--- src/rtl/core_req_sequencer_if.sv ---
// Bundled command / core / response signals of core_req_sequencer.
// master = the sequencer itself, slave = its environment (upstream, core, downstream).
interface core_req_sequencer_if;
   logic        cmd_valid;
   logic        cmd_ready;
   logic        cmd_mode;
   logic [9:0]  cmd_data_1;
   logic [2:0]  cmd_data_2;
   logic        core_in_valid;
   logic        core_in_mode;
   logic [9:0]  core_in_data_1;
   logic [2:0]  core_in_data_2;
   logic        core_out_valid;
   logic [19:0] core_out_data;
   logic        rsp_valid;
   logic        rsp_ready;
   logic [19:0] rsp_data;
   logic        rsp_mode;
   logic        rsp_timeout;
   logic [7:0]  stale_cnt;

   modport master (
      input  cmd_valid, cmd_mode, cmd_data_1, cmd_data_2,
      input  core_out_valid, core_out_data, rsp_ready,
      output cmd_ready, core_in_valid, core_in_mode, core_in_data_1, core_in_data_2,
      output rsp_valid, rsp_data, rsp_mode, rsp_timeout, stale_cnt
   );

   modport slave (
      output cmd_valid, cmd_mode, cmd_data_1, cmd_data_2,
      output core_out_valid, core_out_data, rsp_ready,
      input  cmd_ready, core_in_valid, core_in_mode, core_in_data_1, core_in_data_2,
      input  rsp_valid, rsp_data, rsp_mode, rsp_timeout, stale_cnt
   );
endinterface

--- src/rtl/core_req_sequencer.sv ---
// core_req_sequencer: accepts one command, pulses it into the division/root core,
// holds mode/operands until the result is captured, returns it on a valid/ready port.
// Optional watchdog enabled by defining CORE_REQ_SEQ_TIMEOUT_EN; without it WAIT
// only exits on a core result and rsp_timeout is tied low.
module core_req_sequencer #(
   parameter int TIMEOUT_CYCLES = 64
) (
   input logic                  clk,
   input logic                  rst,
   core_req_sequencer_if.master bus
);

   localparam logic [1:0] S_IDLE  = 2'd0;
   localparam logic [1:0] S_ISSUE = 2'd1;
   localparam logic [1:0] S_WAIT  = 2'd2;
   localparam logic [1:0] S_RESP  = 2'd3;

   if (TIMEOUT_CYCLES < 2 || TIMEOUT_CYCLES > 255) begin : g_bad_timeout
      $error("core_req_sequencer: TIMEOUT_CYCLES must be within 2..255");
   end

   logic [1:0]  state_q, state_d;
   logic        in_valid_q, in_valid_d;
   logic        mode_q, mode_d;
   logic [9:0]  data_1_q, data_1_d;
   logic [2:0]  data_2_q, data_2_d;
   logic [19:0] rsp_data_q, rsp_data_d;
   logic [7:0]  stale_q, stale_d;

`ifdef CORE_REQ_SEQ_TIMEOUT_EN
   // Expiry fires on the WAIT cycle whose increment would reach TIMEOUT_CYCLES-1,
   // so RESP starts exactly TIMEOUT_CYCLES cycles after the ISSUE cycle.
   localparam logic [7:0] WD_LAST = 8'(TIMEOUT_CYCLES - 2);
   logic [7:0] wd_q, wd_d;
   logic       timeout_q, timeout_d;
`endif

   // Next-state, operand latch, result capture and stale counting
   always_comb begin
      state_d    = state_q;
      in_valid_d = 1'b0;
      mode_d     = mode_q;
      data_1_d   = data_1_q;
      data_2_d   = data_2_q;
      rsp_data_d = rsp_data_q;
      stale_d    = stale_q;
`ifdef CORE_REQ_SEQ_TIMEOUT_EN
      wd_d       = wd_q;
      timeout_d  = timeout_q;
`endif
      case (state_q)
         S_IDLE: begin
            if (bus.cmd_valid) begin
               mode_d     = bus.cmd_mode;
               data_1_d   = bus.cmd_data_1;
               data_2_d   = bus.cmd_data_2;
               in_valid_d = 1'b1;
               state_d    = S_ISSUE;
            end
         end
         S_ISSUE: begin
            state_d = S_WAIT;
`ifdef CORE_REQ_SEQ_TIMEOUT_EN
            wd_d    = 8'd0;
`endif
         end
         S_WAIT: begin
            // A result on the expiry cycle takes priority over the timeout
            if (bus.core_out_valid) begin
               rsp_data_d = bus.core_out_data;
               state_d    = S_RESP;
`ifdef CORE_REQ_SEQ_TIMEOUT_EN
               timeout_d  = 1'b0;
            end else if (wd_q == WD_LAST) begin
               rsp_data_d = 20'hFFFFF;
               timeout_d  = 1'b1;
               state_d    = S_RESP;
            end else begin
               wd_d = wd_q + 8'd1;
`endif
            end
         end
         S_RESP: begin
            if (bus.rsp_ready) state_d = S_IDLE;
         end
         default: state_d = S_IDLE;
      endcase
      if (bus.core_out_valid && state_q != S_WAIT && stale_q != 8'hFF)
         stale_d = stale_q + 8'd1;
   end

   // State and datapath registers, asynchronously cleared
   always_ff @(posedge clk or posedge rst) begin
      if (rst) begin
         state_q    <= S_IDLE;
         in_valid_q <= 1'b0;
         mode_q     <= 1'b0;
         data_1_q   <= 10'd0;
         data_2_q   <= 3'd0;
         rsp_data_q <= 20'd0;
         stale_q    <= 8'd0;
`ifdef CORE_REQ_SEQ_TIMEOUT_EN
         wd_q       <= 8'd0;
         timeout_q  <= 1'b0;
`endif
      end else begin
         state_q    <= state_d;
         in_valid_q <= in_valid_d;
         mode_q     <= mode_d;
         data_1_q   <= data_1_d;
         data_2_q   <= data_2_d;
         rsp_data_q <= rsp_data_d;
         stale_q    <= stale_d;
`ifdef CORE_REQ_SEQ_TIMEOUT_EN
         wd_q       <= wd_d;
         timeout_q  <= timeout_d;
`endif
      end
   end

   assign bus.cmd_ready      = (state_q == S_IDLE);
   assign bus.rsp_valid      = (state_q == S_RESP);
   assign bus.core_in_valid  = in_valid_q;
   assign bus.core_in_mode   = mode_q;
   assign bus.core_in_data_1 = data_1_q;
   assign bus.core_in_data_2 = data_2_q;
   assign bus.rsp_data       = rsp_data_q;
   assign bus.rsp_mode       = mode_q;
   assign bus.stale_cnt      = stale_q;
`ifdef CORE_REQ_SEQ_TIMEOUT_EN
   assign bus.rsp_timeout    = timeout_q;
`else
   assign bus.rsp_timeout    = 1'b0;
`endif

endmodule
--- src/flat_wrapper.sv ---
// flat-port wrapper written by rule: the top's interface ports become plain ports
module core_req_sequencer_flat 
#(
   parameter int TIMEOUT_CYCLES = 64
)
  (clk, rst, bus_cmd_valid, bus_cmd_mode, bus_cmd_data_1, bus_cmd_data_2, bus_core_out_valid, bus_core_out_data, bus_rsp_ready, bus_cmd_ready, bus_core_in_valid, bus_core_in_mode, bus_core_in_data_1, bus_core_in_data_2, bus_rsp_valid, bus_rsp_data, bus_rsp_mode, bus_rsp_timeout, bus_stale_cnt);
  core_req_sequencer_if bus_i ();
  input logic clk;
  input logic rst;
  input wire logic [$bits(bus_i.cmd_valid)-1:0] bus_cmd_valid;
  input wire logic [$bits(bus_i.cmd_mode)-1:0] bus_cmd_mode;
  input wire logic [$bits(bus_i.cmd_data_1)-1:0] bus_cmd_data_1;
  input wire logic [$bits(bus_i.cmd_data_2)-1:0] bus_cmd_data_2;
  input wire logic [$bits(bus_i.core_out_valid)-1:0] bus_core_out_valid;
  input wire logic [$bits(bus_i.core_out_data)-1:0] bus_core_out_data;
  input wire logic [$bits(bus_i.rsp_ready)-1:0] bus_rsp_ready;
  output wire logic [$bits(bus_i.cmd_ready)-1:0] bus_cmd_ready;
  output wire logic [$bits(bus_i.core_in_valid)-1:0] bus_core_in_valid;
  output wire logic [$bits(bus_i.core_in_mode)-1:0] bus_core_in_mode;
  output wire logic [$bits(bus_i.core_in_data_1)-1:0] bus_core_in_data_1;
  output wire logic [$bits(bus_i.core_in_data_2)-1:0] bus_core_in_data_2;
  output wire logic [$bits(bus_i.rsp_valid)-1:0] bus_rsp_valid;
  output wire logic [$bits(bus_i.rsp_data)-1:0] bus_rsp_data;
  output wire logic [$bits(bus_i.rsp_mode)-1:0] bus_rsp_mode;
  output wire logic [$bits(bus_i.rsp_timeout)-1:0] bus_rsp_timeout;
  output wire logic [$bits(bus_i.stale_cnt)-1:0] bus_stale_cnt;
  assign bus_i.cmd_valid = bus_cmd_valid;
  assign bus_i.cmd_mode = bus_cmd_mode;
  assign bus_i.cmd_data_1 = bus_cmd_data_1;
  assign bus_i.cmd_data_2 = bus_cmd_data_2;
  assign bus_i.core_out_valid = bus_core_out_valid;
  assign bus_i.core_out_data = bus_core_out_data;
  assign bus_i.rsp_ready = bus_rsp_ready;
  assign bus_cmd_ready = bus_i.cmd_ready;
  assign bus_core_in_valid = bus_i.core_in_valid;
  assign bus_core_in_mode = bus_i.core_in_mode;
  assign bus_core_in_data_1 = bus_i.core_in_data_1;
  assign bus_core_in_data_2 = bus_i.core_in_data_2;
  assign bus_rsp_valid = bus_i.rsp_valid;
  assign bus_rsp_data = bus_i.rsp_data;
  assign bus_rsp_mode = bus_i.rsp_mode;
  assign bus_rsp_timeout = bus_i.rsp_timeout;
  assign bus_stale_cnt = bus_i.stale_cnt;
  core_req_sequencer #(.TIMEOUT_CYCLES(TIMEOUT_CYCLES)) u_core (.clk(clk), .rst(rst), .bus(bus_i));
endmodule
--- config.mk ---
export PLATFORM = sky130hd
export DESIGN_NAME = core_req_sequencer_flat
export DESIGN_NICKNAME = d
export VERILOG_FILES = /design/src/rtl/core_req_sequencer_if.sv /design/src/rtl/core_req_sequencer.sv /design/src/flat_wrapper.sv
export SDC_FILE = /design/constraint.sdc
export NUM_CORES = 1
export LEC_CHECK = 0
export BUFFER_PORTS_ARGS = -buffer_cell sky130_fd_sc_hd__buf_4
export CAP_MARGIN = 20
export CORE_UTILIZATION = 50
export CTS_CLUSTER_DIAMETER = 80
export DETAILED_ROUTE_END_ITERATION = 10
export PLACE_DENSITY = 0.84
export SETUP_SLACK_MARGIN = 0.3
export SLEW_MARGIN = 25
export SYNTH_ARGS = -nofsm -noshare
export SYNTH_HDL_FRONTEND = slang
export SYNTH_SLANG_ARGS = --single-unit
--- constraint.sdc ---
create_clock -name clk -period 2.5 [get_ports clk]
set_input_delay 0.125 -clock clk [delete_from_list [all_inputs] [get_ports clk]]
set_output_delay 0.125 -clock clk [all_outputs]
set_load 0.005 [all_outputs]
==> results.py <==
metrics = {
    "status": {
        "status": "completed",
    },
    "timing": {
        "worst_pin_slew_ns": 0.657,
        "max_freq_ghz": 0.537,
        "holdWs_ns": 0.0542,
        "period_minus_slack_ns": 1.86,
        "hold_violations": 0,
        "rsz0062_at_grt": "no",
        "setup_violations": 0,
        "post-route-period-util_pct": 74.5,
        "setup_tns_ns": 0,
        "skew_ns": 0.00225,
        "max_slew_margin_pct": 56.0,
        "drv_slew": 0,
        "setup_slack_ns": 0.637,
    },
    "die": {
        "coreArea_mm2": 0.00372,
        "start_util_pct": 53.1,
        "die_w_um": 64.8,
        "fp.dieH_um": 64.8,
        "io_pins": 86,
        "fp-row-count": 22,
        "die_area_mm2": 0.00420,
    },
    "layout": {
        "drive_gt1_share_pct": 62.6,
        "layout_common_cells": "buf_4, dfrtp_1, mux2_4",
        "finalNetCount": 262,
        "layout_commonest_cell": "buf_4",
        "area_growth_pct": 37.9,
        "fin_cells": 267,
        "diodes": 0,
        "fillCellCount": 250,
        "fin_util_pct": 73.2,
    },
    "logic_synthesis": {
        "synth_seq_area_share_pct": 57.1,
        "yosys_warnings": 0,
        "avgSynthCellArea_um2": 15.2,
        "synth_flop_cell": "dfrtp_1",
        "synth_edf_count": 0,
        "syn_area_mm2": 0.00197,
        "syn_nets": 174,
        "ys_seq_elements": 45,
        "synthArstFlopShare_pct": 100,
        "synth_cell_types": 25,
        "synth_cells": 130,
    },
    "global_routing": {
        "grt_remaining_overflow": 0,
        "grt_pass1_wl_um": 6730,
        "grtUsageTotal_pct": 22.0,
        "antenna_found_initial": 0,
        "grt_max_degree": 30,
        "grt_pass1_vias": 1390,
    },
    "worst_setup_path": {
        "crit_fanout": 20,
        "r2r_start": "u_core.state_q[0]",
        "crit_chain": "inv_1 > ha_1 > nand2_2 > mux2_4",
        "crit_type": "register to register",
        "cp.arrival_ns": 2.05,
        "crit_path_top_delay_cell": "nand2_2",
        "setup.worst_path.start": "u_core.state_q[0]",
        "crit_path_end_kind": "register",
        "worst_setup_path_start_kind": "register",
        "cpPeakStageDelay_ns": 0.44,
        "crit_family": "simple AND/OR/NAND/NOR gates",
        "critPathRequiredTime_ns": 2.68,
        "path_buf_inv": 1,
    },
    "pwr": {
        "power-per-cell-area_mw_per_mm2": 1200,
        "ir_drop_mv": 0.640,
        "p_int_mw": 2.25,
        "p_comb_share_pct": 45.1,
        "leakage_nw": 1.42,
        "clkPwrFrac_pct": 13.5,
        "power.net_switching_uw": 997,
        "p_sw_share_pct": 30.7,
        "power_frac_seq_pct": 41.4,
    },
    "placement": {
        "place_ws_ns": 0.639,
        "hpwl_um": 3170,
        "post-place-cells": 258,
        "port_buffers": 84,
        "place.gp.congestion": 0.768,
    },
    "cts": {
        "root_buffer": "clkbuf_8",
        "path_clk_slew_ns": 0.08,
        "cts_buffers": 5,
        "cts_sinks": 45,
        "h-tree-depth": 2,
        "insertion_delay_ns": 0.30,
        "cts_tree": "yes",
        "clk_path_buf_depth": 2,
    },
    "drt": {
        "via_per_inst": 4.90,
        "final_antenna_net_count": 0,
        "vias": 1308,
        "firstDrtPassIters": 4,
        "drt_iter0_markers": 62,
        "wl_per_cell_um": 15.9,
        "wl_um": 4240,
        "drc": 0,
    },
    "worst_hold_path": {
        "hold_path_class": "input pin to register",
        "holdCritStartpoint": "bus_core_out_data[3]",
    },
    "run": {
        "maxCapViolCount": 0,
    },
}
kinds of logic after synthesis:
group | after synthesis | share of synthesized area, %
xor+xnor | 4 | 1.78
simple gates | 19 | 6.35
fa+ha+maj | 5 | 3.17
compound gates | 6 | 2.09
other cells | 1 | 0.190
mux | 38 | 25.7
flops | 45 | 57.1
buf+inv | 12 | 3.62
worst reg2reg max path: cells and delay by family (launching register included):
family | cells | cell delay, ns
flops | 1 | 0.41
fa+ha+maj | 1 | 0.33
buf+inv | 1 | 0.12
mux | 1 | 0.45
simple gates | 1 | 0.44
synth_stat cells (3+ instances only):
| cell type | count | area, µm² |
|---|---|---|
| a21oi_1 | 3 | 15.0 |
| dfrtp_1 | 45 | 1130 |
| buf_4 | 3 | 22.5 |
| inv_1 | 7 | 26.3 |
| nand3_1 | 3 | 15.0 |
| mux2_4 | 21 | 315 |
| nand2_1 | 5 | 18.8 |
| ha_1 | 5 | 62.6 |
| mux2_2 | 15 | 169 |
flip-flops by register name, indices dropped and copies added, names as in the netlist:
signal / cells
u_core.bus.core_in_data_1: 10
u_core.bus.core_in_data_2: 3
u_core.bus.core_in_mode: 1
u_core.bus.core_in_valid: 1
u_core.bus.rsp_data: 20
u_core.bus.stale_cnt: 8
u_core.state_q: 2
through the flow:
stage          instance area (µm²)  power (mW)
2_1_floorplan                 1970        2.10
3_3_place_gp                  2630        2.74
3_5_place_dp                  2630        2.83
4_1_cts                       2720        3.28
5_1_grt                       2720        3.45
6_report                      2720        3.25
power groups by stage:
| stage | logic [mW] | registers [mW] | clock network, mW |
|---|---|---|---|
| 3_3_place_gp | 1.41 | 1.32 | 0 |
| 6_report | 1.47 | 1.35 | 0.438 |
| 5_1_grt | 1.58 | 1.39 | 0.479 |
| 4_1_cts | 1.49 | 1.34 | 0.445 |
| 2_1_floorplan | 0.759 | 1.34 | 0 |
| 3_5_place_dp | 1.48 | 1.35 | 0 |
cell type report:
cell class	instances	area (µm²)	share of cell area, %
Clock inverter	1	7.51	0.276
Inverter	7	26.3	0.966
Sequential cell	45	1130	41.4
Timing Repair Buffer	86	648	23.8
Clock buffer	7	76.3	2.81
Multi-Input combinational cell	73	774	28.5
Tap cell	48	60.1	2.21
per-layer routing:
layer	wire (µm)	vias to the layer above	GRT usage [%]
met2	2290	41	37.4
li1	-	613	-
met1	1690	647	24.8
met3	188	7	7.22
met5	0	-	0
met4	78	0	10.0
worst paths after layout:
kind | end | slack (ns) | depth (start not counted)
worst max-delay path | u_core.bus.rsp_data[0] | 0.64 | 4
worst max register to register | u_core.bus.rsp_data[0] | 0.64 | 4
min in group asynchronous | u_core.bus.rsp_data[4] | 0.47 | 3
max in group asynchronous | u_core.bus.rsp_data[2] | 1.37 | 4
worst min-delay path | u_core.bus.rsp_data[3] | 0.05 | 2
worst min register to register | u_core.bus.core_in_data_1[0] | 0.51 | 1
what timing repair did:
item | 4_1_cts | 5_1_grt
setup buffers | 0 | 0
hold buffers | 1 | 0
resized for setup | 0 | 0
endpoints found under the hold margin | 28 | 0
Power figures use the tool's default switching activity.
